**src/rtl/conv_pkg.sv**
```systemverilog
// -----------------------------------------------------------------------------
// conv_pkg
// Shared types and image geometry for the convolution output writeback path.
//   IMG_W, IMG_H : default image size in pixels / rows
//   LANES, PIX_W : pixels per beat and bits per pixel
//   pix_t        : one 8-bit unsigned pixel
//   beat_t       : one core output beat, lane k in bits [8k+7:8k]
//   state_t      : writeback FSM states
// -----------------------------------------------------------------------------
package conv_pkg;
   localparam int IMG_W = 256;
   localparam int IMG_H = 256;
   localparam int LANES = 4;
   localparam int PIX_W = 8;

   typedef logic [PIX_W-1:0]       pix_t;
   typedef logic [LANES*PIX_W-1:0] beat_t;

   typedef enum logic [1:0] {
      IDLE = 2'd0,
      RUN  = 2'd1,
      DONE = 2'd2
   } state_t;
endpackage

```
**src/rtl/conv_beat_fifo.sv**
```systemverilog
// -----------------------------------------------------------------------------
// conv_beat_fifo
// Synchronous FIFO of core beats. Each entry carries the beat and its beat
// index (sequence number within the frame) so the drain side can derive the
// SRAM address without its own counter.
// Ports:
//   clk, rst             clock, synchronous active-high reset
//   flush                drop all entries (frame abort)
//   push, push_beat,
//   push_idx             write one beat with its index
//   pop                  retire the head entry
//   head_beat, head_idx  head entry (valid when !empty)
//   full, empty          occupancy flags
// Handshake: a push while full is accepted only when the head is popped in the
// same cycle; the freed slot is the one being written.
// -----------------------------------------------------------------------------
module conv_beat_fifo
   import conv_pkg::*;
#(
   parameter int DEPTH = 4,
   parameter int IDX_W = 14
) (
   input  logic             clk,
   input  logic             rst,
   input  logic             flush,
   input  logic             push,
   input  beat_t            push_beat,
   input  logic [IDX_W-1:0] push_idx,
   input  logic             pop,
   output beat_t            head_beat,
   output logic [IDX_W-1:0] head_idx,
   output logic             full,
   output logic             empty
);
   localparam int PTR_W = $clog2(DEPTH);

   beat_t            mem_beat [DEPTH];
   logic [IDX_W-1:0] mem_idx  [DEPTH];
   // Extra MSB on each pointer distinguishes full from empty.
   logic [PTR_W:0]   wr_ptr;
   logic [PTR_W:0]   rd_ptr;
   logic             do_push;
   logic             do_pop;

   assign empty     = (wr_ptr == rd_ptr);
   assign full      = (wr_ptr[PTR_W] != rd_ptr[PTR_W]) &&
                      (wr_ptr[PTR_W-1:0] == rd_ptr[PTR_W-1:0]);
   assign do_pop    = pop && !empty;
   assign do_push   = push && (!full || do_pop);
   assign head_beat = mem_beat[rd_ptr[PTR_W-1:0]];
   assign head_idx  = mem_idx[rd_ptr[PTR_W-1:0]];

   always_ff @(posedge clk) begin
      if (rst || flush) begin
         wr_ptr <= '0;
         rd_ptr <= '0;
      end else begin
         if (do_push) wr_ptr <= wr_ptr + 1'b1;
         if (do_pop)  rd_ptr <= rd_ptr + 1'b1;
      end
   end

   always_ff @(posedge clk) begin
      if (do_push) begin
         mem_beat[wr_ptr[PTR_W-1:0]] <= push_beat;
         mem_idx[wr_ptr[PTR_W-1:0]]  <= push_idx;
      end
   end
endmodule

```
**src/rtl/conv_out_writeback.sv**
```systemverilog
// -----------------------------------------------------------------------------
// conv_out_writeback
// Buffers 4-pixel beats from the convolution core, serializes them to one
// pixel per cycle and writes them row-major into the output SRAM. Lane k of
// beat b lands at (b / IMG_W + k*IMG_H/4) * IMG_W + b % IMG_W.
// Optional feature macro: CONV_OUT_CHECKSUM_EN adds the checksum output.
// Ports:
//   clk, rst      clock, synchronous active-high reset
//   start         run enable, held high for a whole frame
//   in_valid      beat valid from the core (one beat per high cycle)
//   in_pix        beat pixels, lane 0 in [7:0]
//   in_ready      beat can be accepted this cycle (combinational)
//   wr_en         SRAM write strobe (registered)
//   wr_addr       SRAM write address (registered, holds when idle)
//   wr_data       SRAM write data (registered, holds when idle)
//   done          frame complete, held until start drops
//   state         current FSM state (debug visibility)
//   overflow      sticky: a beat arrived in RUN and was dropped
//   checksum      sum of written pixels (CONV_OUT_CHECKSUM_EN only)
// Handshake: a beat transfers when in_valid && in_ready at a rising edge and
// the frame still expects beats; in_valid without a transfer in RUN is a drop.
// -----------------------------------------------------------------------------
module conv_out_writeback
   import conv_pkg::*;
#(
   parameter int IMG_W      = conv_pkg::IMG_W,
   parameter int IMG_H      = conv_pkg::IMG_H,
   parameter int FIFO_DEPTH = 4,
   parameter int ADDR_W     = 16
) (
   input  logic              clk,
   input  logic              rst,
   input  logic              start,
   input  logic              in_valid,
   input  beat_t             in_pix,
   output logic              in_ready,
   output logic              wr_en,
   output logic [ADDR_W-1:0] wr_addr,
   output pix_t              wr_data,
   output logic              done,
   output state_t            state,
   output logic              overflow
`ifdef CONV_OUT_CHECKSUM_EN
   ,
   output logic [23:0]       checksum
`endif
);
   localparam int IDX_W = ADDR_W - 2;
   localparam int BEATS = IMG_W * IMG_H / 4;
   localparam logic [IDX_W:0]    BEATS_L     = (IDX_W+1)'(BEATS);
   localparam logic [ADDR_W:0]   PIX_TOTAL   = (ADDR_W+1)'(IMG_W * IMG_H);
   // Lane k sits IMG_H/4 rows below lane 0: (IMG_H/4)*IMG_W == BEATS pixels.
   localparam logic [ADDR_W-1:0] LANE_STRIDE = ADDR_W'(BEATS);

   logic [IDX_W:0]    beat_cnt;
   logic [1:0]        lane;
   logic [ADDR_W:0]   pix_cnt;
   beat_t             head_beat;
   logic [IDX_W-1:0]  head_idx;
   logic              full;
   logic              empty;
   logic              run;
   logic              pop_last;
   logic              drain;
   logic              push;
   logic              drop;
   logic              flush;
   pix_t              head_pix;
   logic [ADDR_W-1:0] lane_off;

   assign run      = (state == RUN);
   // pop_last is the slot-freeing condition used by in_ready; the actual pop
   // is additionally gated by start so an aborting frame issues no write.
   assign pop_last = run && !empty && (lane == 2'd3);
   assign drain    = run && start && !empty;
   assign in_ready = run && (!full || pop_last);
   assign push     = in_valid && in_ready && (beat_cnt < BEATS_L);
   assign drop     = in_valid && run && !push;
   assign flush    = run && !start;
   assign head_pix = head_beat[lane*PIX_W +: PIX_W];
   // row*IMG_W + col of beat b is b itself, so only the lane offset is added.
   assign lane_off = ADDR_W'(lane) * LANE_STRIDE;

   conv_beat_fifo #(
      .DEPTH (FIFO_DEPTH),
      .IDX_W (IDX_W)
   ) u_fifo (
      .clk       (clk),
      .rst       (rst),
      .flush     (flush),
      .push      (push),
      .push_beat (in_pix),
      .push_idx  (beat_cnt[IDX_W-1:0]),
      .pop       (drain && (lane == 2'd3)),
      .head_beat (head_beat),
      .head_idx  (head_idx),
      .full      (full),
      .empty     (empty)
   );

   always_ff @(posedge clk) begin
      if (rst) begin
         state    <= IDLE;
         beat_cnt <= '0;
         lane     <= '0;
         pix_cnt  <= '0;
         wr_en    <= 1'b0;
         wr_addr  <= '0;
         wr_data  <= '0;
         done     <= 1'b0;
         overflow <= 1'b0;
`ifdef CONV_OUT_CHECKSUM_EN
         checksum <= '0;
`endif
      end else begin
         wr_en <= drain;
         if (drain) begin
            wr_addr <= ADDR_W'(head_idx) + lane_off;
            wr_data <= head_pix;
            lane    <= lane + 2'd1;
            pix_cnt <= pix_cnt + 1'b1;
`ifdef CONV_OUT_CHECKSUM_EN
            checksum <= checksum + 24'(head_pix);
`endif
         end
         if (push) beat_cnt <= beat_cnt + 1'b1;
         if (drop) overflow <= 1'b1;

         case (state)
            IDLE: begin
               if (start) begin
                  state    <= RUN;
                  beat_cnt <= '0;
                  lane     <= '0;
                  pix_cnt  <= '0;
                  overflow <= 1'b0;
`ifdef CONV_OUT_CHECKSUM_EN
                  checksum <= '0;
`endif
               end
            end
            RUN: begin
               if (!start) begin
                  state <= IDLE;
                  lane  <= '0;
               end else if ((pix_cnt == PIX_TOTAL) && empty) begin
                  state <= DONE;
                  done  <= 1'b1;
               end
            end
            DONE: begin
               if (!start) begin
                  state <= IDLE;
                  done  <= 1'b0;
               end
            end
            default: begin
               state <= IDLE;
               done  <= 1'b0;
            end
         endcase
      end
   end
endmodule

```
**config.mk**
```make
export PLATFORM = sky130hd
export DESIGN_NAME = conv_out_writeback
export DESIGN_NICKNAME = d
export VERILOG_FILES = /design/src/rtl/conv_pkg.sv /design/src/rtl/conv_beat_fifo.sv /design/src/rtl/conv_out_writeback.sv
export SDC_FILE = /design/constraint.sdc
export NUM_CORES = 1
export LEC_CHECK = 0
export CORE_MARGIN = 2
export CORE_UTILIZATION = 61
export CTS_CLUSTER_SIZE = 8
export DETAILED_ROUTE_END_ITERATION = 10
export MAX_ROUTING_LAYER = met4
export PLACE_DENSITY = 0.93
export SYNTH_ARGS = -nofsm -noshare
export SYNTH_HDL_FRONTEND = slang
export SYNTH_SLANG_ARGS = --single-unit
```
**constraint.sdc**
```tcl
create_clock -name clk -period 7.8 [get_ports clk]
set_input_delay 1.17 -clock clk [delete_from_list [all_inputs] [get_ports clk]]
set_output_delay 1.17 -clock clk [all_outputs]
set_load 0.02 [all_outputs]
```
Word-level counts from Yosys, hierarchy flattened
Memories as Yosys holds them, arrays and structs flattened. A register that Yosys moved wholly into a read port is not among the register bits.
Index checks and enable logic that the tools add are counted.
{"block": "op_classes", "reduce_logical": 25, "n_lt_le_gt_ge": 1, "bitwise_logic": 1, "n_mux": 28, "add_sub_neg": 6, "n_shift": 1, "n_eq_ne": 12}
{"operator": "$mux W17", "count": 3}
{"operator": "$mux W15", "count": 3}
{"operator": "$shiftx A32 B6 Y8", "count": 1}
{"operator": "$mux W2", "count": 11}
{"operator": "$add A17 B1 Y17 const B", "count": 1}
{"operator": "$eq A17 B17 Y1 const B", "count": 1}
{"operator": "$add A14 B16 Y16", "count": 1}
{"operator": "$add A15 B1 Y15 const B", "count": 1}
{"operator": "$logic_and A1 B1 Y1", "count": 15}
{"operator": "$lt A15 B15 Y1 const B", "count": 1}
{"operator": "$mux W1", "count": 8}
{"operator": "$add A3 B1 Y3 const B", "count": 2}
{"operator": "$ne A2 B2 Y1 const B", "count": 3}
{"operator": "$pmux W2 S3", "count": 1}
{"operator": "$eq A2 B2 Y1 const B", "count": 2}
{"operator": "$logic_not A1 Y1", "count": 4}
{"operator": "$pmux W2 S2", "count": 1}
{"operator": "$reduce_and A4 Y1", "count": 1}
{"operator": "$eq A3 B3 Y1", "count": 1}
{"operator": "$logic_or A1 B1 Y1", "count": 3}
{"operator": "$ne A3 B2 Y1 const B", "count": 1}
{"operator": "$pmux W1 S3", "count": 1}
{"operator": "$reduce_and A3 Y1", "count": 1}
{"operator": "$add A2 B1 Y2 const B", "count": 1}
{"operator": "6 further kinds", "count": 6}
{"block": "word_totals", "register_bits": 69, "ramBits": 184, "mem_count": 2, "out_inout_bits": 30}
{"name": "u_fifo.mem_beat", "words": 4, "word_bits": 32, "rd": 1, "rd_clocked_by_memory_dff": 1, "write_ports": 1, "line_no": "conv_beat_fifo.sv:37", "text": "beat_t mem_beat [DEPTH];"}
{"name": "u_fifo.mem_idx", "words": 4, "word_bits": 14, "rd": 1, "rd_clocked_by_memory_dff": 1, "write_ports": 1, "line_no": "conv_beat_fifo.sv:38", "text": "logic [IDX_W-1:0] mem_idx [DEPTH];"}

Longest topological paths before layout
{"block": "logic_depth", "ltp_word": 13, "mapped_depth": 7}

By module
From an unflattened synthesis, not the netlist that was laid out.
{"block": "unflattened", "cells_unflattened": 647, "hier_area_um2": 10114.7}
{"module": "conv_beat_fifo", "cells_per_inst": 295, "area_per_inst_um2": 7105.6, "n_inst": 1, "seq_area_each_um2": 5685.5}
{"module": "conv_out_writeback", "cells_per_inst": 352, "area_per_inst_um2": 3009.1, "n_inst": 1, "seq_area_each_um2": 1261.2}

Worst setup path after synthesis
Ideal clock, no wire load.
{"block": "synth_timing", "path_kind": "input -> register", "from": "input port start", "to": "memory u_fifo.mem_beat[3][0] (netlist name) (enable)", "setup_time_ns": 0.410, "n_path_buf": 1, "path_slack_ns": 4.259, "arrival_ns": 3.132, "cell_stages": 4, "required_time_ns": 7.390, "cell_sequence": "clkbuf_1 nand4b_1 a41oi_1 and2_1"}
{"block": "synth_between", "elab_chain_cells": 8}
{"element": "from (decl)", "line_no": "conv_out_writeback.sv:33", "text": "input logic start,"}
{"element": "$logic_and A1 B1 Y1 (2 in a row)", "line_no": "conv_out_writeback.sv:75", "text": "assign drain = run && start && !empty;"}
{"element": "$logic_and A1 B1 Y1", "line_no": "conv_out_writeback.sv:94", "text": ".pop (drain && (lane == 2'd3)),"}
{"element": "$logic_and A1 B1 Y1", "line_no": "conv_beat_fifo.sv:48", "text": "assign do_pop = pop && !empty;"}
{"element": "$logic_or A1 B1 Y1", "line_no": "conv_beat_fifo.sv:49", "text": "assign do_push = push && (!full || do_pop);"}
{"element": "$logic_and A1 B1 Y1", "line_no": "conv_beat_fifo.sv:49"}
{"element": "$mux W1", "line_no": "conv_beat_fifo.sv:64", "text": "if (do_push) begin"}
{"element": "$mux W1 (implied by the code)", "line_no": "conv_beat_fifo.sv:65", "text": "mem_beat[wr_ptr[PTR_W-1:0]] <= push_beat;"}
{"element": "to (decl)", "line_no": "conv_beat_fifo.sv:37"}
Every way passes these cells.

Final worst setup path
{"block": "layout_timing", "from": "register lane[0]", "to": "output port in_ready"}
{"block": "layout_between", "elab_chain_cells": 4}
{"element": "from (decl)", "line_no": "conv_out_writeback.sv:56", "text": "logic [1:0] lane;"}
{"element": "from (signal assigned)", "line_no": "conv_out_writeback.sv:120", "text": "lane <= lane + 2'd1;"}
{"element": "$eq A2 B2 Y1", "line_no": "conv_out_writeback.sv:74", "text": "assign pop_last = run && !empty && (lane == 2'd3);"}
{"element": "$logic_and A1 B1 Y1", "line_no": "conv_out_writeback.sv:74"}
{"element": "$logic_or A1 B1 Y1", "line_no": "conv_out_writeback.sv:76", "text": "assign in_ready = run && (!full || pop_last);"}
{"element": "$logic_and A1 B1 Y1", "line_no": "conv_out_writeback.sv:76"}
{"element": "to (decl)", "line_no": "conv_out_writeback.sv:36", "text": "output logic in_ready,"}
Every way passes these cells.

==> impl_metrics.ini <==
[run_status]
outcome = finished clean

[drt]
highest_layer = met4
drt_iter0_drc = 634
viasPerCell = 6.50
wl_met2_um = 11900
drc = 0
wl_met1_um = 8680
vias = 6373
wl_per_cell_um = 23.5
drtAntennaViolNets = 0
dr.pass1.iters = 5
routed_wl_um = 23000
met3_wirelength_um = 1650

[floorplan]
row_count = 47
die-area_sq_um = 17800
initial_core_util_pct = 62.0
dieHeight_um = 133
die_w_um = 133
pin_count = 66
core_area_sq_um = 16500

[sta]
relSlewSlack_pct = 16.3
min_period_over_period_pct = 50.3
min_period_ps = 3920
tns_ps = 0
hold_viol_final = 0
worst_slew_pin_slew_ps = 1260
skew_ps = 20.3
finalSetupViolCount = 0
report.final.slew_viol_count = 0
max_freq_ghz = 0.255
rsz0062_at_grt = false

[global_route]
track_usage_pct = 27.2
antenna_found_initial = 0
grt_remaining_overflow = 0
grt_first_pass_wirelength_um = 35700
grt_pass1_vias = 6522
grt_max_degree = 56

[hold_path]
hp-class = register to register
min_from = wr_data[7]$_SDFFE_PP0N_

[critical_path]
crit_type = register to primary output
critPathMaxFanout = 11
crit_required_ps = 6630
timing.critical_path.from = lane[0]$_SDFF_PP0_
cp-end-kind = primary output
start_kind = register
reg2reg_from = lane[0]$_SDFF_PP0_
rrSetupSlack_ps = 4620
arrival_ps = 2750

[placement]
dp_cells = 916
place_hpwl_um = 13500
place_area_sq_um = 11000
place.gp.congestion = 0.888
port_buffers = 65

[logic_synthesis]
synth.distinct_cells = 62
avgSynthCellArea_sq_um = 15.5
ys_ff_latch = 255
yosysTopAreaCell = edfxtp_1
synth_area_leaders = edfxtp_1, dfxtp_1, mux4_2
synth_mux_area_share_pct = 10.9
synthSimpleGateAreaFrac_pct = 8.87
synth_xor_area_share_pct = 0.919
synth_area_sq_um = 10200
synth_cells = 660
synth_top_area_share_pct = 54.1
async_flop_share_pct = 0
synth_top_family_by_area = multiplexers
synth_nets = 705
ys_seq_area_share_pct = 68.0
synth_compound_area_share_pct = 8.15
synth_fa_ha_area_share_pct = 1.10
yosysMostFrequentCell = edfxtp_1
synth_ff_type = edfxtp_1
yosysWarnings = 0
synth_edf_count = 184
synth_common_cells = edfxtp_1, dfxtp_1, nand2_1

[clock_network]
clkLatencyLatePin_ps = 520
post_cts_resized = 0
numClockSinks = 255
clockRootBuffer = clkbuf_16
cts_tree = yes
clkTransAtPathRegs_ps = 50
cts_buffers = 37
holdBufCountCts = 0
cts_buffer_depth = 3
h-tree-depth = 2
cts_setup_buffers = 0

[cells_and_area]
area_growth_pct = 18.6
drive_gt1_share_pct = 15.4
final_nets = 780
fin_cells = 981
antenna_cells = 0
fin_area_sq_um = 12100

[power]
worst_ir_drop_vdd_mv = 0.230
p_leak_nw = 3.80
powerDensity_nw_per_um2 = 250

[run]
maxCapViolations = 0
[per-stage QoR]
step	power, mW	hold WS (ps)	util [%]	setup slack, ps
after floorplan	1.53	442	-	4260
after global placement	1.57	443	67.0	3860
after detailed placement	1.57	453	67.0	3700
after CTS	3.04	459	73.5	3900
after global routing	3.10	479	73.5	3720
final	3.02	458	73.5	3880
[cells by family after synthesis]
logic type | count (synthesis)
compound gates | 123
xor+xnor | 9
fa+ha+maj | 9
buf+inv | 44
flops | 255
mux | 54
simple gates | 166
[placed cells by master, fill, tap and decap left out, drive strengths merged, types with 3 or more instances in the layout]
cell type and n:
xnor2 4, a31oi 3, nor4 7, nor2b 3
edfxtp 184, inv 11, nand3 13, ha 9
a211oi 4, clkbuf 63, nand2 61, nand2b 4
xor2 5, a21oi 43, mux4 46, buf 6
nand4 5, o211a 3, o21ai 21, and3 5
and4 6, and2 7, nor3b 3, nor2 16
or2 5, a311oi 7, clkdlybuf4s50 64, dfxtp 71
o31ai 6, nor3 6, mux2i 8, a22o 16
or3 13, a41oi 8, or4 5
[worst max-delay path, cell delays in order (launching register included)]
cell and delay [ps]:
dfxtp_1 430, ha_1 360, nor4_2 800, nor2_1 80
clkdlybuf4s50_1 570
[flip-flops by register name (all words and copies together), names as in the netlist, named ones only]
signal	flops
beat_cnt	15
done	1
lane	2
overflow	1
pix_cnt	2
state	2
u_fifo.mem_beat	128
u_fifo.mem_idx	56
u_fifo.rd_ptr	3
u_fifo.wr_ptr	3
wr_addr	16
wr_data	8
wr_en	1
[metal layers]
metal,vias up,track usage (%)
li1,2776,-
met1,3176,33.6
met2,363,44.9
met3,58,5.29
met4,0,10.5
met5,-,-
[layout make-up]
| cell class | instances | area, sq um |
|---|---|---|
| Clock buffer | 63 | 1040 |
| Clock inverter | 2 | 36.3 |
| Sequential cell | 255 | 6950 |
| Fill cell | 941 | 4360 |
| Timing Repair Buffer | 70 | 683 |
| Inverter | 10 | 37.5 |
| Tap cell | 220 | 275 |
| Multi-Input combinational cell | 361 | 3080 |
[path summary, 6_finish.rpt]
path / to / depth (start not counted)
max reg2reg: u_fifo.mem_beat[3][17]$_DFFE_PP_ / 4
max: in_ready / 4
min: wr_data[7]$_SDFFE_PP0N_ / 2
min reg2reg: wr_data[7]$_SDFFE_PP0N_ / 2
[power by group]
group	switching [mW]	leakage, nW	internal [mW]
sequential	0.00706	2.21	1.46
clock	0.564	0.514	0.909
combinational	0.0448	1.08	0.0346
total	0.616	3.80	2.41
Note: power is estimated with default switching activity, not from simulation.
